$ cat src/rtl/trd_pc_sched_if.sv
// Next-PC link between pc_sel (master) and the thread PC scheduler (slave).
// pc_sel drives per-thread next PCs and write enables, and consumes the issued slot.
interface trd_pc_sched_if;
   logic [31:0] nxt_pc_0;
   logic [31:0] nxt_pc_1;
   logic [31:0] nxt_pc_2;
   logic [31:0] nxt_pc_3;
   logic [31:0] nxt_pc_4;
   logic [31:0] nxt_pc_5;
   logic [31:0] nxt_pc_6;
   logic [31:0] nxt_pc_7;
   logic [7:0]  pc_wr;
   logic [2:0]  cur_trd;
   logic [31:0] cur_pc;
   logic        cur_vld;

   modport master (
      output nxt_pc_0, nxt_pc_1, nxt_pc_2, nxt_pc_3,
             nxt_pc_4, nxt_pc_5, nxt_pc_6, nxt_pc_7, pc_wr,
      input  cur_trd, cur_pc, cur_vld
   );

   modport slave (
      input  nxt_pc_0, nxt_pc_1, nxt_pc_2, nxt_pc_3,
             nxt_pc_4, nxt_pc_5, nxt_pc_6, nxt_pc_7, pc_wr,
      output cur_trd, cur_pc, cur_vld
   );
endinterface

$ cat src/rtl/trd_pc_sched.sv
// Per-thread PC file and round-robin fetch scheduler for the 8-thread barrel core.
// Optional ISSUE_CNT_EN adds issue_cnt, a count of cycles with a valid issue slot.

module trd_pc_sched_trd #(
   parameter logic [31:0] RESET_PC = 32'h0
) (
   input  logic        clk,
   input  logic        rst_n,
   input  logic        en,
   input  logic        miss,
   input  logic        done,
   input  logic        wr,
   input  logic [31:0] nxt_pc,
   output logic [31:0] pc,
   output logic        rdy,
   output logic        elig
);
   typedef enum logic [1:0] {ST_OFF, ST_READY, ST_WAIT} st_t;

   st_t st_q, st_d;

   always_ff @(posedge clk or negedge rst_n) begin
      if (!rst_n) begin
         st_q <= ST_OFF;
         pc   <= RESET_PC;
      end else begin
         st_q <= st_d;
         if (wr) pc <= nxt_pc;
      end
   end

   // A miss always wins over a same-cycle miss_done.
   always_comb begin
      st_d = st_q;
      if (!en) begin
         st_d = ST_OFF;
      end else begin
         case (st_q)
            ST_OFF:   st_d = ST_READY;
            ST_READY: if (miss) st_d = ST_WAIT;
            ST_WAIT:  if (!miss && done) st_d = ST_READY;
            default:  st_d = ST_OFF;
         endcase
      end
   end

   assign rdy  = (st_q == ST_READY);
   assign elig = rdy && !miss && en;
endmodule

module trd_pc_sched #(
   parameter logic [31:0] RESET_PC = 32'h0,
   parameter int          NUM_TRD  = 8
) (
   input  logic               clk,
   input  logic               rst_n,
   trd_pc_sched_if.slave      pcs,
   input  logic [NUM_TRD-1:0] trd_en,
   input  logic               i_miss,
   input  logic [2:0]         i_miss_trd,
   input  logic               d_miss,
   input  logic [2:0]         d_miss_trd,
   input  logic [NUM_TRD-1:0] miss_done,
   input  logic               stall_fetch,
   output logic [NUM_TRD-1:0] trd_rdy
`ifdef ISSUE_CNT_EN
   ,
   output logic [31:0]        issue_cnt
`endif
);
   localparam int TW = 3;

   logic [NUM_TRD-1:0][31:0] nxt_pc;
   logic [NUM_TRD-1:0][31:0] pc_q;
   logic [NUM_TRD-1:0]       miss_hit;
   logic [NUM_TRD-1:0]       elig;
   logic [TW-1:0]            cur_trd_q;
   logic                     cur_vld_q;
   logic [TW-1:0]            nxt_trd;
   logic                     nxt_any;
   logic [TW-1:0]            idx;

   assign nxt_pc = {pcs.nxt_pc_7, pcs.nxt_pc_6, pcs.nxt_pc_5, pcs.nxt_pc_4,
                    pcs.nxt_pc_3, pcs.nxt_pc_2, pcs.nxt_pc_1, pcs.nxt_pc_0};

   for (genvar t = 0; t < NUM_TRD; t++) begin : g_trd
      assign miss_hit[t] = (i_miss && (i_miss_trd == TW'(t))) ||
                           (d_miss && (d_miss_trd == TW'(t)));

      trd_pc_sched_trd #(.RESET_PC(RESET_PC)) u_trd (
         .clk    (clk),
         .rst_n  (rst_n),
         .en     (trd_en[t]),
         .miss   (miss_hit[t]),
         .done   (miss_done[t]),
         .wr     (pcs.pc_wr[t]),
         .nxt_pc (nxt_pc[t]),
         .pc     (pc_q[t]),
         .rdy    (trd_rdy[t]),
         .elig   (elig[t])
      );
   end

   // Scan farthest-first so the nearest eligible thread after cur_trd wins;
   // offset NUM_TRD wraps to cur_trd itself, giving it lowest priority.
   always_comb begin
      nxt_trd = cur_trd_q;
      nxt_any = 1'b0;
      idx     = '0;
      for (int k = NUM_TRD; k >= 1; k--) begin
         idx = cur_trd_q + TW'(k);
         if (elig[idx]) begin
            nxt_trd = idx;
            nxt_any = 1'b1;
         end
      end
   end

   always_ff @(posedge clk or negedge rst_n) begin
      if (!rst_n) begin
         cur_trd_q <= TW'(NUM_TRD - 1);
         cur_vld_q <= 1'b0;
      end else if (!stall_fetch && nxt_any) begin
         cur_trd_q <= nxt_trd;
         cur_vld_q <= 1'b1;
      end else begin
         cur_vld_q <= 1'b0;
      end
   end

   // Idle slots present PC-1 so pc_sel's unconditional +1 rewrites the same PC.
   assign pcs.cur_trd = cur_trd_q;
   assign pcs.cur_vld = cur_vld_q;
   assign pcs.cur_pc  = pc_q[cur_trd_q] - {31'b0, ~cur_vld_q};

`ifdef ISSUE_CNT_EN
   always_ff @(posedge clk or negedge rst_n) begin
      if (!rst_n)         issue_cnt <= 32'h0;
      else if (cur_vld_q) issue_cnt <= issue_cnt + 32'd1;
   end
`endif
endmodule
$ cat src/flat_wrapper.sv
// flat-port wrapper written by rule: the top's interface ports become plain ports
module trd_pc_sched_flat 
#(
   parameter logic [31:0] RESET_PC = 32'h0,
   parameter int          NUM_TRD  = 8
)
  (clk, rst_n, trd_en, i_miss, i_miss_trd, d_miss, d_miss_trd, miss_done, stall_fetch, trd_rdy, pcs_nxt_pc_0, pcs_nxt_pc_1, pcs_nxt_pc_2, pcs_nxt_pc_3, pcs_nxt_pc_4, pcs_nxt_pc_5, pcs_nxt_pc_6, pcs_nxt_pc_7, pcs_pc_wr, pcs_cur_trd, pcs_cur_pc, pcs_cur_vld);
  trd_pc_sched_if pcs_i ();
  input  logic clk;
  input  logic rst_n;
  input  logic [NUM_TRD-1:0] trd_en;
  input  logic i_miss;
  input  logic [2:0] i_miss_trd;
  input  logic d_miss;
  input  logic [2:0] d_miss_trd;
  input  logic [NUM_TRD-1:0] miss_done;
  input  logic stall_fetch;
  output logic [NUM_TRD-1:0] trd_rdy;
  input wire logic [$bits(pcs_i.nxt_pc_0)-1:0] pcs_nxt_pc_0;
  input wire logic [$bits(pcs_i.nxt_pc_1)-1:0] pcs_nxt_pc_1;
  input wire logic [$bits(pcs_i.nxt_pc_2)-1:0] pcs_nxt_pc_2;
  input wire logic [$bits(pcs_i.nxt_pc_3)-1:0] pcs_nxt_pc_3;
  input wire logic [$bits(pcs_i.nxt_pc_4)-1:0] pcs_nxt_pc_4;
  input wire logic [$bits(pcs_i.nxt_pc_5)-1:0] pcs_nxt_pc_5;
  input wire logic [$bits(pcs_i.nxt_pc_6)-1:0] pcs_nxt_pc_6;
  input wire logic [$bits(pcs_i.nxt_pc_7)-1:0] pcs_nxt_pc_7;
  input wire logic [$bits(pcs_i.pc_wr)-1:0] pcs_pc_wr;
  output wire logic [$bits(pcs_i.cur_trd)-1:0] pcs_cur_trd;
  output wire logic [$bits(pcs_i.cur_pc)-1:0] pcs_cur_pc;
  output wire logic [$bits(pcs_i.cur_vld)-1:0] pcs_cur_vld;
  assign pcs_i.nxt_pc_0 = pcs_nxt_pc_0;
  assign pcs_i.nxt_pc_1 = pcs_nxt_pc_1;
  assign pcs_i.nxt_pc_2 = pcs_nxt_pc_2;
  assign pcs_i.nxt_pc_3 = pcs_nxt_pc_3;
  assign pcs_i.nxt_pc_4 = pcs_nxt_pc_4;
  assign pcs_i.nxt_pc_5 = pcs_nxt_pc_5;
  assign pcs_i.nxt_pc_6 = pcs_nxt_pc_6;
  assign pcs_i.nxt_pc_7 = pcs_nxt_pc_7;
  assign pcs_i.pc_wr = pcs_pc_wr;
  assign pcs_cur_trd = pcs_i.cur_trd;
  assign pcs_cur_pc = pcs_i.cur_pc;
  assign pcs_cur_vld = pcs_i.cur_vld;
  trd_pc_sched #(.RESET_PC(RESET_PC), .NUM_TRD(NUM_TRD)) u_core (.clk(clk), .rst_n(rst_n), .pcs(pcs_i), .trd_en(trd_en), .i_miss(i_miss), .i_miss_trd(i_miss_trd), .d_miss(d_miss), .d_miss_trd(d_miss_trd), .miss_done(miss_done), .stall_fetch(stall_fetch), .trd_rdy(trd_rdy));
endmodule
$ cat config.mk
export PLATFORM = sky130hd
export DESIGN_NAME = trd_pc_sched_flat
export DESIGN_NICKNAME = d
export VERILOG_FILES = /design/src/rtl/trd_pc_sched_if.sv /design/src/rtl/trd_pc_sched.sv /design/src/flat_wrapper.sv
export SDC_FILE = /design/constraint.sdc
export NUM_CORES = 1
export LEC_CHECK = 0
export CAP_MARGIN = 5
export CORE_MARGIN = 1.5
export CORE_UTILIZATION = 45
export CTS_BUF_LIST = sky130_fd_sc_hd__clkbuf_4 sky130_fd_sc_hd__clkbuf_8
export DETAILED_ROUTE_END_ITERATION = 6
export DONT_BUFFER_PORTS = 1
export PLACE_DENSITY = 0.69
export SLEW_MARGIN = 15
export SYNTH_ARGS = -nofsm -noshare
export SYNTH_HDL_FRONTEND = slang
export SYNTH_SLANG_ARGS = --single-unit
$ cat constraint.sdc
create_clock -name clk -period 8.7 [get_ports clk]
set_input_delay 1.74 -clock clk [delete_from_list [all_inputs] [get_ports clk]]
set_output_delay 1.74 -clock clk [all_outputs]
set_load 0.01 [all_outputs]
==> impl_metrics.csv, run 1 <==
group,metric,value,unit
floorplan,die_area,33000,sq um
timing,rsz0062_at_grt,"false",
cts,clk_transition_reported_paths,60,ps
placed_design,place_ws,2300,ps
logic_synthesis,synth_area_leaders,"dfrtp_1, mux2_2, mux4_2",
cts,cts_resized,0,
logic_synthesis,synth_top_area_share,0.475,
timing,worst_slew_pin_slew,1140,ps
floorplan,floorplan.core_area,31500,sq um
cells_and_area,nets,1311,
timing,hold_viol_final,0,
timing,maxSlewHeadroom,0.232,
timing,finClkSkew,43.1,ps
timing,layout_setup_ws,1990,ps
placed_design,io_buffer_count,0,
placed_design,gp_congestion,0.869,
critical_path,crit_required,6960,ps
routing,vias,8922,
placed_design,place_hpwl,27000,microns
logic_synthesis,yosysTopAreaCell,"dfrtp_1",
floorplan,start_util,0.457,
global_route,grt-ovfl-total,0,
global_route,use_met3,0.0919,
pwr,peakVddDrop,0.168,mV
global_route,top_usage_layer,"met2",
floorplan,die_y,182,microns
logic_synthesis,ys_warn_count,0,
timing,timing.setup.tns,0,ps
timing,min_period,6710,ps
cts,cts_buffers,47,
routing,routedWlPerCell,26.7,microns
floorplan,dieWidth,182,microns
timing,fin_crit_sh,0.771,
logic_synthesis,synth_common_cells,"dfrtp_1, mux2_2, mux4_2, mux2i_1, nor2_1",
logic_synthesis,synthArstFlopShare,1.00,
routing,ant_nets,0,
critical_path,arrival,4970,ps
timing,setup_viol,0,
logic_synthesis,synth_cell_type_count,67,
global_route,antenna_found_initial,9,
floorplan,num_rows,65,
global_route,grt_util_met2,0.395,
critical_path,critPathLaunchType,"flop",
cts,cts.sinks,276,
critical_path,critPathKind,"flop to primary output",
routing,drc,0,
routing,drt-initial-drc-count,379,
status,outcome,"finished clean",
cells_and_area,fillers,2769,
logic_synthesis,syn_area_per_cell,13.8,sq um
global_route,grt_pass1_vias,9712,
cts,cts_hold_buf,0,
global_route,met1_usage,0.290,
cells_and_area,area_growth,8.15,%
cts,tritoncts,"yes",
logic_synthesis,synth-seq-cells,276,
cts,cts.path.max_buffers,3,
logic_synthesis,synthesis.instances,1039,
critical_path,critPathCaptureType,"primary output",
logic_synthesis,syn_area,14400,sq um
cells_and_area,post_route_cells_drive_above_1_share,0.429,
flow_run,cap_viol_max_count,0,
global_route,grt_max_degree,277,
logic_synthesis,syn-num-nets,1334,
routing,dr.pass1.iters,4,
logic_synthesis,yosysMostFrequentCell,"dfrtp_1",
placed_design,dp.cells,1369,
global_route,grt_pass1_wl,59300,microns
logic_synthesis,synth_edf_count,0,
pwr,leakage,0.00624,uW
global_route,track_usage,0.238,
floorplan,num_io_pins,335,
logic_synthesis,synth-seq-area-share,0.481,
cts,cts.htree.levels,2,
routing,routed_wl,38900,microns
timing,fmax,149,MHz
cts,root_buffer,"clkbuf_8",
logic_synthesis,synth_ff_type,"dfrtp_1",
timing,slew_violations,0,
pwr,powerDensity,297,nW/um^2
cts,post_cts_buffers,0,
critical_path,critPathMaxFanout,65,
cells_and_area,utilization,0.494,
cells_and_area,fin_cells,1455,
cts,insertion_delay,590,ps
routing,vias_per_cell,6.13,
min_path,min_path_type,"flop to flop",
==> registers in the layout, summed over array words and instances, names as in the netlist <==
name	flops
u_core.pcs.cur_trd	3
u_core.g_trd.u_trd.pc	256
u_core.pcs.cur_vld	1
u_core.g_trd.u_trd.st_q	16
==> layer usage <==
layer,share of wire,vias up,routed length (microns)
li1,-,3880,-
met1,0.39,4622,15300
met2,0.48,352,18800
met3,0.10,58,3940
met4,0.018,10,703
met5,0.0015,-,59
==> layout by cell type (no fill, tap or decap), drive strengths merged, types with 14 or more instances in the layout <==
cell,count
dfrtp,273
mux2,260
clkbuf,75
mux4,73
mux2i,35
nor2,30
nor2b,24
nand2,22
xor2,22
nor4,19
nor3,15
nand2b,14
==> final cells by class <==
class / instances / area (sq um) / share of cell area
Clock buffer: 75 / 926 / 0.0595
Tap cell: 402 / 503 / 0.0323
Timing Repair Buffer: 3 / 22.5 / 0.00145
Sequential cell: 276 / 6920 / 0.445
Inverter: 13 / 48.8 / 0.00314
Multi-Input combinational cell: 675 / 7040 / 0.453
Antenna cell: 4 / 10.0 / 0.000644
Clock inverter: 7 / 77.6 / 0.00499
==> per-stage QoR <==
step / power (uW) / area, sq um / hold slack, ps
3_3_place_gp: 3410 / 14500 / 482
5_1_grt: 4890 / 15500 / 510
4_1_cts: 4680 / 15500 / 504
2_1_floorplan: 3030 / 14400 / 475
6_report: 4620 / 15500 / 502
3_5_place_dp: 3430 / 14500 / 491
==> kinds of logic after synthesis <==
family,after synthesis,synth area share
AO/OA/AOI/OAI,74,0.0389
adder cells (fa/ha/maj),4,0.00348
buffers and inverters,88,0.0299
XOR/XNOR,35,0.0213
flip-flops,276,0.481
AND/OR/NAND/NOR,194,0.0831
multiplexers,368,0.343
==> worst max-delay path, cell delays in order, from the launching register on <==
cell and delay [ps]:
dfstp_4 1220, clkinv_1 890, mux2i_1 490, nand4_1 200
nor4_1 490, and2_1 410, nand2_1 160, nor2_1 230
xnor2_1 250
==> report_power, final <==
part	internal [uW]	leakage [uW]	total [uW]	switching, uW
Clock	703	0.000533	1230	528
Combinational	816	0.00246	1740	928
Sequential	1430	0.00324	1650	217
==> worst paths after layout <==
check                           cells past startpoint                    startpoint  slack, ps                       endpoint
worst max-delay path                                8         u_core.pcs.cur_trd[2]       1990                 pcs_cur_pc[31]
worst min-delay path                                1  u_core.g_trd[4].u_trd.pc[28]        500   u_core.g_trd[4].u_trd.pc[28]
worst max register to register                     11         u_core.pcs.cur_trd[0]       3240          u_core.pcs.cur_trd[1]
worst min register to register                      1  u_core.g_trd[4].u_trd.pc[28]        500   u_core.g_trd[4].u_trd.pc[28]
max in group asynchronous                           0                         rst_n       6980  u_core.g_trd[1].u_trd.st_q[1]
min in group asynchronous                           0                         rst_n        880   u_core.g_trd[1].u_trd.pc[27]
Note: power is estimated with default switching activity, not from simulation.
==> inputs of run 2 (changes only) <==
Clock period 8.7 ns to 6.78 ns, I/O delays scaled along.
==> run 2 against run 1 <==
  * Die area unchanged
  * Clock-buffer cell count down 4
  * Hold slack got worse by 2.6 ps
  * Combinational power rose by 36%
  * Critical path depth unchanged
  * Total power is 30% higher
  * Non-clock buffer count grew 7
  * Wire length increased by 0.87%
  * Clock power up 30%
  * Register-to-register slack lost 1500 ps
  * Critical endpoint is now pcs_cur_pc[24]
  * Largest cell class unchanged
  * Highest routed layer unchanged
==> impl_metrics.csv, run 2 (synthesis results as in run 1) <==
group,metric,value,unit
critical_path,critPathCaptureType,"primary output",
cts,cts.sinks,276,
floorplan,dieWidth,182,microns
cts,insertion_delay,560,ps
critical_path,crit_required,5420,ps
cts,cts_buffers,48,
global_route,grt_pass1_vias,9815,
status,outcome,"finished clean",
pwr,peakVddDrop,0.216,mV
floorplan,floorplan.core_area,31500,sq um
floorplan,die_y,182,microns
timing,fmax,173,MHz
global_route,antenna_found_initial,10,
timing,setup_viol,0,
cts,cts_resized,0,
routing,drt-initial-drc-count,501,
critical_path,arrival,4420,ps
floorplan,num_io_pins,335,
cts,cts.htree.levels,2,
critical_path,critPathMaxFanout,30,
routing,drc,0,
cells_and_area,fin_cells,1462,
routing,vias_per_cell,6.15,
cells_and_area,final_common_cell,"dfrtp_1",
min_path,min_path_type,"input pin to async pin",
pwr,leakage,0.00628,uW
cells_and_area,largest_reg_flops,256,
routing,dr.pass1.iters,7,
critical_path,critPathLaunchType,"flop",
global_route,grt_pass1_wl,59100,microns
timing,timing.setup.tns,0,ps
timing,rsz0062_at_grt,"false",
routing,routed_wl,39200,microns
floorplan,die_area,33000,sq um
cells_and_area,post_route_cells_drive_above_1_share,0.432,
pwr,powerDensity,384,nW/um^2
cts,root_buffer,"clkbuf_8",
flow_run,cap_viol_max_count,0,
cts,post_cts_buffers,0,
cts,clk_transition_reported_paths,60,ps
cells_and_area,fillers,2709,
timing,maxSlewHeadroom,0.252,
global_route,grt-ovfl-total,0,
global_route,track_usage,0.240,
placed_design,gp_congestion,0.871,
routing,routedWlPerCell,26.8,microns
timing,fin_crit_sh,0.851,
floorplan,num_rows,65,
global_route,grt_max_degree,277,
cells_and_area,regMostFlops,"u_core.g_trd.u_trd.pc",
routing,ant_nets,0,
cts,cts_hold_buf,0,
floorplan,start_util,0.457,
timing,worst_slew_pin_slew,1110,ps
timing,hold_viol_final,0,
timing,finClkSkew,10.3,ps
placed_design,dp.cells,1376,
cells_and_area,area_growth,8.68,%
cells_and_area,nets,1319,
critical_path,reg2reg_slack,1730,ps
cts,cts.path.max_buffers,3,
timing,min_period,5770,ps
timing,slew_violations,0,
critical_path,critPathKind,"flop to primary output",
placed_design,place_hpwl,27400,microns
routing,vias,8989,
cts,tritoncts,"yes",
cells_and_area,final_cell_mix,"dfrtp_1, mux2_2, mux4_2, clkbuf_8, mux2i_1",
placed_design,io_buffer_count,0,
run 2: changes by cell type in the layout (fill, tap and decap cells not counted), sizes merged:
cell    before  now
buf          3   10
bufinv       1    2
clkbuf      75   71
clkinv       5    6
diode        4    6
run 2: critical path: stages (launching register included):
cell and delay (ps):
dfstp_4 960, buf_12 300, mux4_2 520, mux2i_1 410, nand4_1 250, nor3_2 420, and2_1 420, nand4_1 160
xor2_1 350
run 2: area by class of cell:
class / instances / area, sq um / area share
Antenna cell: 6 / 15.0 / 0.000961
Clock buffer: 71 / 908 / 0.0581
Clock inverter: 9 / 101 / 0.00649
Inverter: 13 / 48.8 / 0.00312
Multi-Input combinational cell: 675 / 7040 / 0.451
Sequential cell: 276 / 6920 / 0.443
Tap cell: 402 / 503 / 0.0322
Timing Repair Buffer: 10 / 87.6 / 0.00561
run 2: per-stage QoR:
stage	instance area [sq um]	utilization	power, uW	worst slack, ps	hold slack [ps]
6_report	15600	0.496	6010	1010	500
5_1_grt	15600	0.496	6340	682	451
4_1_cts	15600	0.496	6070	878	435
2_1_floorplan	14400	-	3890	1840	475
3_3_place_gp	14600	0.464	4400	1590	483
3_5_place_dp	14600	0.464	4440	1540	490
run 2: routing by layer:
metal	wire length, microns	share of wire	vias up	GRT usage
met4	809	0.021	6	0.0743
met2	18900	0.48	379	0.387
met1	15900	0.41	4651	0.300
li1	-	-	3883	-
met5	41	0.0010	-	0
met3	3530	0.090	70	0.0878
run 2: final timing paths:
check / start / endpoint / depth (start not counted)
max: u_core.pcs.cur_trd[0] / pcs_cur_pc[24] / 8
min in group clk: u_core.g_trd[6].u_trd.pc[24] / u_core.g_trd[6].u_trd.pc[24] / 1
max in group asynchronous: rst_n / u_core.g_trd[0].u_trd.pc[19] / 0
max reg2reg: u_core.pcs.cur_trd[0] / u_core.pcs.cur_trd[2] / 11
min reg2reg: u_core.g_trd[6].u_trd.pc[24] / u_core.g_trd[6].u_trd.pc[24] / 1
min: rst_n / u_core.g_trd[1].u_trd.pc[27] / 0
run 2: power breakdown:
part | internal (uW) | switching (uW) | total, uW | leakage (uW)
Combinational | 1080 | 1290 | 2370 | 0.00250
Clock | 928 | 671 | 1600 | 0.000535
Sequential | 1830 | 197 | 2030 | 0.00324
Total | 3840 | 2160 | 6010 | 0.00628
